File: src/rtl/line_adapter_pkg.sv
// Shared types and sizing helpers for the cache-line to memory-burst adapter.
package line_adapter_pkg;

    localparam int DEFAULT_S_LINE   = 256;
    localparam int DEFAULT_S_BURST  = 64;
    localparam int DEFAULT_S_OFFSET = 5;

    typedef enum logic [1:0] {
        IDLE,
        RD_BURST,
        WR_BURST,
        DONE
    } line_adapter_state_t;

    function automatic int beat_count(input int line_w, input int burst_w);
        return line_w / burst_w;
    endfunction

endpackage

File: src/rtl/line_burst_adapter.sv
// Splits full-line cache reads/write-backs into fixed-length beat bursts
// toward main memory and returns a one-cycle line-level completion pulse.
module line_burst_adapter
    import line_adapter_pkg::*;
#(
    parameter int s_line    = DEFAULT_S_LINE,
    parameter int s_burst   = DEFAULT_S_BURST,
    parameter int num_beats = beat_count(s_line, s_burst),
    parameter int s_offset  = DEFAULT_S_OFFSET
) (
    input  logic               clk,
    input  logic               rst,
    input  logic               line_read_i,
    input  logic               line_write_i,
    input  logic [31:0]        line_address_i,
    input  logic [s_line-1:0]  line_wdata_i,
    output logic [s_line-1:0]  line_rdata_o,
    output logic               line_resp_o,
    output logic               burst_read_o,
    output logic               burst_write_o,
    output logic [31:0]        burst_address_o,
    output logic [s_burst-1:0] burst_wdata_o,
    input  logic [s_burst-1:0] burst_rdata_i,
    input  logic               burst_resp_i
);

    localparam int cnt_w = $clog2(num_beats);
    localparam logic [cnt_w-1:0] last_beat = cnt_w'(num_beats - 1);
    localparam logic [31:0] addr_mask = ~((32'd1 << s_offset) - 32'd1);

    line_adapter_state_t state, next_state;
    logic [cnt_w-1:0]  cnt;
    logic [s_line-1:0] wr_line;
    logic [s_line-1:0] rd_line;
    logic [31:0]       addr;

    always_ff @(posedge clk or posedge rst) begin
        if (rst) begin
            state <= IDLE;
        end else begin
            state <= next_state;
        end
    end

    // Write requests win over reads so a dirty eviction precedes its refill.
    always_comb begin
        next_state = state;
        case (state)
            IDLE: begin
                if (line_write_i) begin
                    next_state = WR_BURST;
                end else if (line_read_i) begin
                    next_state = RD_BURST;
                end
            end
            RD_BURST, WR_BURST: begin
                if (burst_resp_i && (cnt == last_beat)) begin
                    next_state = DONE;
                end
            end
            DONE: begin
                next_state = IDLE;
            end
            default: begin
                next_state = IDLE;
            end
        endcase
    end

    always_ff @(posedge clk or posedge rst) begin
        if (rst) begin
            cnt     <= '0;
            wr_line <= '0;
            rd_line <= '0;
            addr    <= '0;
        end else begin
            case (state)
                IDLE: begin
                    if (line_write_i || line_read_i) begin
                        addr    <= line_address_i & addr_mask;
                        wr_line <= line_wdata_i;
                        cnt     <= '0;
                    end
                end
                RD_BURST: begin
                    if (burst_resp_i) begin
                        for (int i = 0; i < num_beats; i++) begin
                            if (cnt == cnt_w'(i)) begin
                                rd_line[i*s_burst +: s_burst] <= burst_rdata_i;
                            end
                        end
                        cnt <= cnt + 1'b1;
                    end
                end
                WR_BURST: begin
                    if (burst_resp_i) begin
                        cnt <= cnt + 1'b1;
                    end
                end
                default: begin
                end
            endcase
        end
    end

    // Strobes come from flops keyed on next_state so they line up with the state.
    always_ff @(posedge clk or posedge rst) begin
        if (rst) begin
            burst_read_o  <= 1'b0;
            burst_write_o <= 1'b0;
            line_resp_o   <= 1'b0;
        end else begin
            burst_read_o  <= (next_state == RD_BURST);
            burst_write_o <= (next_state == WR_BURST);
            line_resp_o   <= (next_state == DONE);
        end
    end

    always_comb begin
        burst_wdata_o = '0;
        if (state == WR_BURST) begin
            for (int i = 0; i < num_beats; i++) begin
                if (cnt == cnt_w'(i)) begin
                    burst_wdata_o = wr_line[i*s_burst +: s_burst];
                end
            end
        end
    end

    assign burst_address_o = addr;
    assign line_rdata_o    = rd_line;

endmodule

File: config.mk
export PLATFORM = sky130hd
export DESIGN_NAME = line_burst_adapter
export DESIGN_NICKNAME = d
export VERILOG_FILES = /design/src/rtl/line_adapter_pkg.sv /design/src/rtl/line_burst_adapter.sv
export SDC_FILE = /design/constraint.sdc
export NUM_CORES = 1
export LEC_CHECK = 0
export CAP_MARGIN = 30
export CELL_PAD_IN_SITES_DETAIL_PLACEMENT = 1
export CELL_PAD_IN_SITES_GLOBAL_PLACEMENT = 1
export CORE_AREA = 5 5 277 279
export CTS_BUF_LIST = sky130_fd_sc_hd__clkbuf_8
export DETAILED_ROUTE_END_ITERATION = 8
export DIE_AREA = 0 0 282 284
export PLACE_DENSITY = 0.76
export SLEW_MARGIN = 25
export SYNTH_ARGS = -nofsm -noshare
export SYNTH_HDL_FRONTEND = slang
export SYNTH_SLANG_ARGS = --single-unit
File: constraint.sdc
create_clock -name clk -period 41.6 [get_ports clk]
set_input_delay 6.24 -clock clk [delete_from_list [all_inputs] [get_ports clk]]
set_output_delay 6.24 -clock clk [all_outputs]
set_load 0.03 [all_outputs]
==> results of run 1 <==
power breakdown:
group | total [mW] | switching [mW] | internal, mW
sequential | 0.918 | 0.135 | 0.783
combinational | 1.27 | 0.687 | 0.583
clock | 0.470 | 0.219 | 0.251
total | 2.66 | 1.04 | 1.62
stage by stage:
step | power, mW | setup WS, ns | instances | util [%]
2_1_floorplan | 1.675 | 20.10 | 1493 | -
3_3_place_gp | 2.149 | 31.93 | 3077 | 40.56
3_5_place_dp | 2.205 | 31.88 | 3079 | 40.63
4_1_cts | 2.690 | 31.09 | 3238 | 43.07
5_1_grt | 2.793 | 30.86 | 3258 | 43.24
6_report | 2.658 | 31.20 | 3258 | 43.24
final cells by class:
type	count	area (µm²)	share of cell area, %
diodes	17	42.54	0.1330
clock buffers	113	1555	4.864
clock inverters	46	245.2	0.7670
inverters	8	37.54	0.1174
multi-input cells	834	7896	24.70
flip-flops and latches	546	13660	42.73
well taps	969	1212	3.792
repair buffers	725	7322	22.90
flip-flops by register name (all words and copies together), names as in the netlist:
name	count
burst_address_o	27
burst_read_o	1
burst_write_o	1
cnt	2
line_rdata_o	256
line_resp_o	1
state	2
wr_line	256
per-layer routing:
metal	vias to the layer above	track usage [%]	wire (µm)
li1	6869	-	-
met1	8234	21.34	29340
met2	507	33.15	41090
met3	177	4.270	4512
met4	6	9.951	3375
met5	-	0	34
logic make-up after synthesis:
| group | Yosys count | share of synthesized area (%) |
|---|---|---|
| DFF | 546 | 61.28 |
| other | 1 | 0.01682 |
| AOI/OAI and AO/OA | 200 | 5.611 |
| and+or+nand+nor | 80 | 1.672 |
| muxes | 541 | 27.31 |
| buffers and inverters | 113 | 3.664 |
| adders and majority gates | 8 | 0.4489 |
layout by cell type (no fill, tap or decap), drive strengths merged:
| cell type | count |
|---|---|
| a21boi | 1 |
| a21oi | 3 |
| a221oi | 64 |
| and2 | 1 |
| and3 | 1 |
| buf | 24 |
| bufinv | 1 |
| clkbuf | 113 |
| clkdlybuf4s50 | 701 |
| clkinv | 6 |
| clkinvlp | 1 |
| conb | 5 |
| dfrtp | 546 |
| diode | 17 |
| ha | 8 |
| inv | 46 |
| mux2 | 539 |
| mux2i | 2 |
| nand2 | 45 |
| nand2b | 2 |
| nand3 | 26 |
| nor2 | 1 |
| nor2b | 3 |
| o21ai | 130 |
| o221a | 1 |
| o22ai | 1 |
| or2 | 1 |
worst paths after layout:
check | start | end | slack (ns) | depth (start not counted)
max reg2reg | state[0] | wr_line[183] | 38.35 | 7
min in group asynchronous | rst | wr_line[182] | 5.93 | 2
max | cnt[1] | burst_wdata_o[21] | 31.20 | 7
max in group asynchronous | rst | line_rdata_o[200] | 33.18 | 6
min | wr_line[129] | wr_line[129] | 0.50 | 1
min reg2reg | wr_line[129] | wr_line[129] | 0.50 | 1
==> results.cfg, run 1 <==
[outcome]
status = complete, no violations

[clock_network]
cts_tree = done
cts_max_path_buffers = 3
clock_latency_ns = 0.69
cts-htree-levels = 3
root_buffer = clkbuf_8
hold_buffers = 0
numCtsBuffers = 95
postCtsSetupBuffers = 0
ctsResizeCount = 0
cts_num_sinks = 546
clk_pin_slew_ns = 0.06

[timing]
tns_ns = 0
fin_crit_ns = 10.40
setup_viol = 0
fin_crit_sh_pct = 25.00
slew_headroom_pct = 37.35
fin_skew_ns = 0.05311
worst_slew_pin_slew_ns = 0.9397
hold_ws_ns = 0.4975
finalHoldViolations = 0
fmax_mhz = 96.15
maxSlewViolCount = 0
rsz0062_at_grt = false

[floorplan]
start_util_pct = 30.15
io_pins = 712
die_width_um = 282
num_rows = 100
die_y_um = 284
die-area_um2 = 80090
core-area_um2 = 73950

[worst_setup_path]
cp_slowest_cell = clkdlybuf4s50_1
path_class = reg -> out
cp_top_family = buffers and inverters
start_kind = flip-flop
crit_path_max_fanout = 49
required_ns = 35.36
crit_chain = inv_1 -> ha_2 -> nor2b_4 -> buf_4 -> a221oi_1 -> o21ai_0 -> clkdlybuf4s50_1
cp.arrival_ns = 4.16
path_buf_inv = 3
cp_slowest_stage_delay_ns = 0.77
end_kind = output port

[yosys]
ys_async_sr_fraction_pct = 100.0
yosysUniqueCellTypes = 28
syn_area_per_cell_um2 = 14.97
ys.flop_type = dfrtp_1
yosys-top-cells-area = dfrtp_1, mux2_2, a221oi_1
yosys.area.top_type = dfrtp_1
yosysTopAreaCellShare_pct = 61.28
ys_ff_latch = 546
synth-edff-count = 0
yosysMostFrequentCell = dfrtp_1
syn-cell-area_um2 = 22300
ys_warn_count = 0
ys_seq_area_share_pct = 61.28
synth_cells = 1489
synth_commonest_cells = dfrtp_1, mux2_2, o21ai_0

[drt]
wl_per_cell_um = 24.05
drcViolationCount = 0
postRouteAntennaNets = 0
drtIter0Drc = 653
firstDrtPassIters = 4
wl_mm = 78.36
vias_per_cell = 4.847
vias = 15790

[layout]
area_growth_pct = 43.40
nets = 2575
stdcell_area_um2 = 31970
num-fill-cells = 7604
drive_above_1_share_pct = 30.81

[place]
place.gp.congestion = 0.7818
place_area_um2 = 30050
io_buffers = 701
dpl.hpwl_mm = 55.58

[power_and_ir_drop]
ir_worst_vdd_mv = 0.08824
p_leak_nw = 13.55
pwr_density_cell_nw_per_um2 = 83.14

[global_route]
grt_overflow_total = 0
gr-usage-all-layers_pct = 18.89
grt_pass1_wl_mm = 115.4
grt_pass1_vias = 17870
grt_max_degree = 194
antenna_found_initial = 21

[run]
drv_cap = 0

[hold_path]
hp-class = reg -> reg
Note: power is estimated with default switching activity, not from simulation.
==> run 2, diff against run 1 <==
- CORE_AREA: 5 5 277 279 -> 5 5 271 273
- DIE_AREA: 0 0 282 284 -> 0 0 276 278
- PLACE_DENSITY: 0.76 -> 0.79
- clock period: 41.6 -> 10.05 ns (I/O delays scaled with it)
==> run 2 against run 1 <==
Effect of this change:
- sequential share of layout area shrank 0.28 points
- hold slack gained 0.0013 ns
- worst setup slack lost 27 ns
- critical path type unchanged
- highest routed layer unchanged
==> results.cfg, run 2 (synthesis gave the netlist of run 1 again) <==
[drt]
wl_mm = 79.54
vias_per_cell = 4.852
drtIter0Drc = 676
firstDrtPassIters = 4
wl_per_cell_um = 24.45
drcViolationCount = 0
vias = 15780
postRouteAntennaNets = 0

[clock_network]
hold_buffers = 0
cts_num_sinks = 546
clock_latency_ns = 0.69
numCtsBuffers = 98
cts_max_path_buffers = 3
ctsResizeCount = 0
cts_tree = done
clk_pin_slew_ns = 0.05
postCtsSetupBuffers = 0
root_buffer = clkbuf_8
cts-htree-levels = 3

[floorplan]
start_util_pct = 31.46
core-area_um2 = 70870
io_pins = 712
num_rows = 98
die_width_um = 276
die-area_um2 = 76730
die_y_um = 278

[layout]
num-fill-cells = 7345
nets = 2581
instances_no_fill = 3253
area_growth_pct = 44.34
stdcell_area_um2 = 32180
final_common_cell = clkdlybuf4s50_1
mostFrequentLayoutCells = clkdlybuf4s50_1, dfrtp_1, mux2_2, clkbuf_8, o21ai_0
drive_above_1_share_pct = 31.29

[global_route]
grt_max_degree = 180
grt_overflow_total = 0
grt_pass1_wl_mm = 118.6
antenna_found_initial = 20
gr-usage-all-layers_pct = 19.99
grt_pass1_vias = 18060

[place]
place.gp.congestion = 0.8036
dp_cells = 3063
place_area_um2 = 30110
dpl.hpwl_mm = 55.79
io_buffers = 701

[timing]
tns_ns = 0
rsz0062_at_grt = false
worst_slew_pin_slew_ns = 1.003
setup_viol = 0
fmax_mhz = 170.8
fin_crit_ns = 5.854
finalHoldViolations = 0
slew_headroom_pct = 33.15
fin_crit_sh_pct = 58.25
fin_skew_ns = 0.04217
maxSlewViolCount = 0

[run]
drv_cap = 0

[power_and_ir_drop]
pwr_density_cell_nw_per_um2 = 347.3
ir_worst_vdd_mv = 0.1676
p_leak_nw = 13.64

[worst_setup_path]
start_kind = flip-flop
cp.arrival_ns = 4.35
required_ns = 8.54
rrSetupSlack_ns = 6.88
crit_path_max_fanout = 64
end_kind = output port
path_class = reg -> out

[hold_path]
hp-class = reg -> reg

[outcome]
status = complete, no violations
run 2: per-stage QoR:
step           hold WS [ns]  utilization [%]  power, mW  worst slack [ns]
2_1_floorplan        0.4739                -      6.933             1.115
3_3_place_gp         0.4826            42.30      8.895             4.748
3_5_place_dp         0.4885            42.49      9.160             4.963
4_1_cts              0.5003            45.23      11.30             4.135
5_1_grt              0.5102            45.41      11.73             4.016
6_report             0.4988            45.41      11.18             4.196
run 2: critical path: stages, from the launching register on:
cell	delay (ns)
dfrtp_1	0.40
inv_1	0.14
ha_2	0.78
buf_4	0.65
inv_2	0.04
buf_4	0.32
o21ai_0	0.37
o21ai_0	0.16
clkdlybuf4s50_1	0.63
run 2: area by class of cell:
type,count,area [µm²],area share (%)
sequential,546,13660,42.45
multi-input combinational,834,7896,24.53
timing repair buffer,728,7413,23.03
clock buffer,122,1679,5.217
tap,950,1189,3.693
clock inverter,47,265.3,0.8242
antenna,18,45.04,0.1400
inverter,8,33.78,0.1050
run 2: report_power, final:
| part | switching (mW) | internal [mW] |
|---|---|---|
| clock network | 0.945 | 1.12 |
| logic | 2.87 | 2.43 |
| registers | 0.576 | 3.24 |
run 2: final timing paths:
| path | startpoint | end | cells after the start |
|---|---|---|---|
| setup reg to reg | cnt[0] | line_rdata_o[156] | 7 |
| setup / recovery | cnt[0] | burst_wdata_o[7] | 8 |
| min in group asynchronous | rst | wr_line[237] | 3 |
| max in group asynchronous | rst | line_rdata_o[48] | 6 |
| hold / removal | wr_line[149] | wr_line[149] | 1 |
| hold reg to reg | wr_line[149] | wr_line[149] | 1 |
run 2: layer usage:
layer | routed length (µm) | track usage [%] | vias to the layer above | share of wire [%]
li1 | - | - | 6871 | -
met1 | 28500 | 21.63 | 8153 | 36
met2 | 42070 | 35.70 | 556 | 53
met3 | 4902 | 5.285 | 200 | 6.2
met4 | 4057 | 11.04 | 2 | 5.1
met5 | 13 | 0 | - | 0.016
==> RTL change 1, RTL diff (config.mk and constraints of run 2) <==
Put one more register stage on the output `line_rdata_o`, without a reset. The value now appears one clock later. The other outputs are not delayed to match.
--- a/src/rtl/line_burst_adapter.sv
+++ b/src/rtl/line_burst_adapter.sv
@@ -128,7 +128,9 @@
     end
 
     assign burst_address_o = addr;
-    assign line_rdata_o    = rd_line;
+    always_ff @(posedge clk) begin
+        line_rdata_o <= rd_line;
+    end
 
 endmodule
 
Check against the original RTL: not equivalent (Yosys sat finds a counterexample within 4 cycles, from zero or initial values and one cycle with rst high).
==> RTL change 1 against run 2 <==
  * Sequential cell count is 256 higher
  * Largest power group is now sequential cells
  * Combinational power increased by 3%
  * Power up 26%
  * Area after synthesis rose by 24%
  * Utilization is 8.8 points higher
  * Synthesized cell count rose by 17%
  * Wire length is 24% higher
  * Non-clock buffer count shrank 5
  * Final area increased by 19%
  * Setup slack improved by 0.18 ns
  * Global-route usage increased by 4.8 points
  * Critical endpoint is now burst_wdata_o[39]
==> RTL change 1: results (changes against run 2) <==
run_status:
  run_status: "finished clean"
clock_tree:
  clock_insertion_delay_worst_skew_ns: 0.82  # +0.13 ns
  cts_root_buf: "sky130_fd_sc_hd__clkbuf_8"
  cts-buffers-inserted: 135  # +38%
grt:
  maximum_number_of_pins_on_one_net_before_global_route_repair: 197  # +9.4%
  first_global_vias: 20908  # +16%
  grt_antenna_before_repair: 47  # +140%
  globalRouteTotalUtil: 0.2478  # +0.04791
logic_synthesis:
  number_of_distinct_standard_cells_referenced_by_the_synthesized_netlist: 27  # -3.6%
  post_synth_fa_ha_maj_area_fraction: 0.004076  # -0.0004128
  yosysSeqAreaShare: 0.6801  # +0.06734
  synth.top_cells.by_area: "sky130_fd_sc_hd__dfrtp_1, sky130_fd_sc_hd__mux2_2, sky130_fd_sc_hd__dfxtp_1"
  synthTopCellsByCount: "sky130_fd_sc_hd__dfrtp_1, sky130_fd_sc_hd__mux2_2, sky130_fd_sc_hd__dfxtp_1"
  async_flop_share: 0.6808  # -0.3192
  post_synth_mux_area_share: 0.2204  # -0.05267
  compound_cell_area_share_of_the_yosys_netlist: 0.03949  # -0.01662
sta:
  fin_worst_skew_ns: 0.05670  # +0.01453 ns
  final-setup-viol-count: 0  # unchanged
  maxSlewHeadroom: 0.3174  # -0.01417
finish:
  final_net_count: 2869  # +11%
  filler_cell_count: 6902  # -6.0%
  post_route_cells_drive_above_1_share: 0.2912  # -0.02172
critical_path:
  worstReg2RegEnd: "burst_address_o[8]"
  crit_path_top_delay_cell: "sky130_fd_sc_hd__clkdlybuf4s50_1"
  timing.reg2reg.setup_slack_ns: 6.85  # -0.03 ns
  crit_end: "burst_wdata_o[39]"
  timing.critical_path.slowest_cell_delay_ns: 0.81  # +0.03 ns
  critPathMaxFanout: 69  # +7.8%
  rr_startpoint: "state[0]"
routing:
  initialDrtViolationCount: 1027  # +52%
  drt_via_density: 5.064  # +4.4%
  route.layer.met1.wl_um: 34360  # +21%
  wl_met2_um: 51430  # +22%
  drt_pass1_iterations: 5  # +1
  avgRoutedWirePerCell_um: 27.34  # +12%
placement:
  dp_slack_ns: 5.193  # +0.2300 ns
  dp.final_hpwl_um: 63950  # +15%
  gp_congestion: 0.8605  # +7.1%
hold_path:
  type_of_the_tightest_min_delay_check: "reg -> reg"
power_and_ir_drop:
  power.leakage_uw: 0.01635  # +20%
## RTL change 1: logic make-up (layout without fill, tap and decap cells)
family                   Yosys count  count (layout)
AND/OR/NAND/NOR                  143             143
flip-flops                       802             802
adder cells (fa/ha/maj)            9               9
buffers and inverters            117             974
AO/OA/AOI/OAI                    136             136
other                              1              50
multiplexers                     541             541
## RTL change 1: cell type report
type,instances,area share
clock inverter,88,0.01645
timing repair buffer,723,0.1905
inverter,7,0.0007817
tap,950,0.03094
antenna,45,0.002931
sequential,802,0.4891
clock buffer,156,0.05589
multi-input combinational,834,0.2135
## RTL change 1: how the worst min path moves through the flow
stage,start,to,depth (start not counted)
2_1_floorplan,rd_line[0],line_rdata_o[0],0
3_3_place_gp,rd_line[228],line_rdata_o[228],0
3_5_place_dp,rd_line[194],line_rdata_o[194],0
4_1_cts,rd_line[194],line_rdata_o[194],0
5_1_grt,rd_line[194],line_rdata_o[194],0
6_report,rd_line[194],line_rdata_o[194],0
## RTL change 1: power breakdown
part	internal [uW]	leakage [uW]	switching (uW)
clock network	1560	0.00164	1440
logic	2450	0.00586	3030
registers	4750	0.00885	810
total	8760	0.0163	5280
## RTL change 1: metal layers
layer,global-route usage,vias to the layer above
met5,0,-
met3,0.08221,251
li1,-,7806
met1,0.2614,9465
met2,0.4293,726
met4,0.1546,6
## RTL change 1: stage by stage
stage / instances / util / power (uW) / hold WS [ns] / instance area [um2]
3_3_place_gp: 3312 / 0.4994 / 10660 / 0.3465 / 35400
6_report: 3605 / 0.5421 / 14040 / 0.3188 / 38420
4_1_cts: 3556 / 0.5389 / 14130 / 0.3060 / 38190
2_1_floorplan: 1753 / - / 8617 / 0.3420 / 27640
3_5_place_dp: 3312 / 0.4997 / 10950 / 0.3504 / 35420
5_1_grt: 3599 / 0.5418 / 14640 / 0.3077 / 38400
==> RTL change 2, RTL diff (flow settings as in run 2) <==
Without the edit above. Change the package constant `DEFAULT_S_BURST` from 64 to 32.
--- a/src/rtl/line_adapter_pkg.sv
+++ b/src/rtl/line_adapter_pkg.sv
@@ -2,7 +2,7 @@
 package line_adapter_pkg;
 
     localparam int DEFAULT_S_LINE   = 256;
-    localparam int DEFAULT_S_BURST  = 64;
+    localparam int DEFAULT_S_BURST  = 32;
     localparam int DEFAULT_S_OFFSET = 5;
 
     typedef enum logic [1:0] {
Ports: changed (resized burst_rdata_i and burst_wdata_o); port bits go from 712 to 648. No check against the original RTL was run, so the function may have changed too.
==> RTL change 2 against run 2 <==
  * Final area rose by 1.9%
  * Non-clock buffer count fell by 61
  * Area after synthesis rose by 4.9%
  * Power fell by 7.0%
  * Wire length barely moved
  * Sequential cell count rose by 1
  * Setup slack got worse by 0.25 ns
  * Sequential share of layout area fell by 0.71 points
  * Critical endpoint is now burst_wdata_o[0]
==> RTL change 2: results (changes against run 2) <==
logic_synthesis:
  post_synth.cell_area_avg_um2: 14.40  # -3.8%
  synthTopCellsByCount: "sky130_fd_sc_hd__dfrtp_1, sky130_fd_sc_hd__mux2_2, sky130_fd_sc_hd__mux2_1"
  post_synth_mux_area_share: 0.2608  # -0.01235
  compound_cell_area_share_of_the_yosys_netlist: 0.07424  # +0.01813
  yosysSeqAreaShare: 0.5852  # -0.02761
routing:
  drt_via_density: 5.009  # +3.2%
  totalWireLength_um: 79510  # about the same
  wl_met2_um: 40850  # -2.9%
  route.layer.met1.wl_um: 30550  # +7.2%
placement:
  dp_cells: 3119  # +1.8%
  dp.final_hpwl_um: 53570  # -4.0%
  gp_congestion: 0.8076  # +0.50%
grt:
  grt_antenna_before_repair: 27  # +35%
  globalRouteTotalUtil: 0.1988  # -0.001021
  grt_first_pass_wirelength_um: 119600  # +0.90%
  maximum_number_of_pins_on_one_net_before_global_route_repair: 178  # -1.1%
  grt.met3_usage: 0.06820  # +0.01535
critical_path:
  critPathMaxFanout: 74  # +16%
  crit_arrival_ns: 4.59  # +0.24 ns
  crit_path_top_delay_cell: "sky130_fd_sc_hd__clkdlybuf4s50_1"
  worstReg2RegEnd: "wr_line[165]"
finish:
  final_net_count: 2604  # +0.89%
  post_route_cells_drive_above_1_share: 0.2804  # -0.03252
power_and_ir_drop:
  power.ir.vdd_worst_mv: 0.2749  # +64%
  power.leakage_uw: 0.01416  # +3.8%
  relative_contribution_of_combinational_cells_to_total_power: 0.443  # -0.031
clock_tree:
  clock_insertion_delay_worst_skew_ns: 0.67  # -0.02 ns
  cts-buffers-inserted: 94  # -4.1%
hold_path:
  hold_end: "line_rdata_o[184]"
sta:
  fin_worst_skew_ns: 0.03711  # -0.005057 ns
run_status:
  run_status: "finished clean"
-- RTL change 2: worst max path at each step --
stage | startpoint | slack, ns | depth (start not counted) | to
after CTS | cnt[0] | 3.78 | 7 | burst_wdata_o[0]
after global placement | cnt[0] | 4.74 | 7 | burst_wdata_o[0]
after floorplan | rst | 1.10 | 1 | burst_address_o[10]
final | cnt[0] | 3.95 | 7 | burst_wdata_o[0]
after global routing | cnt[0] | 3.64 | 7 | burst_wdata_o[0]
after detailed placement | cnt[0] | 4.69 | 7 | burst_wdata_o[0]
-- RTL change 2: layout make-up --
type                    instances  area, um2  share of cell area
clock inverters                45      315.3            0.009615
well taps                     950       1189             0.03625
repair buffers                667       6735              0.2054
diodes                         16      40.04            0.001221
flip-flops and latches        547      13690              0.4174
inverters                      41      157.7            0.004808
multi-input cells             917       9030              0.2754
clock buffers                 119       1638             0.04994
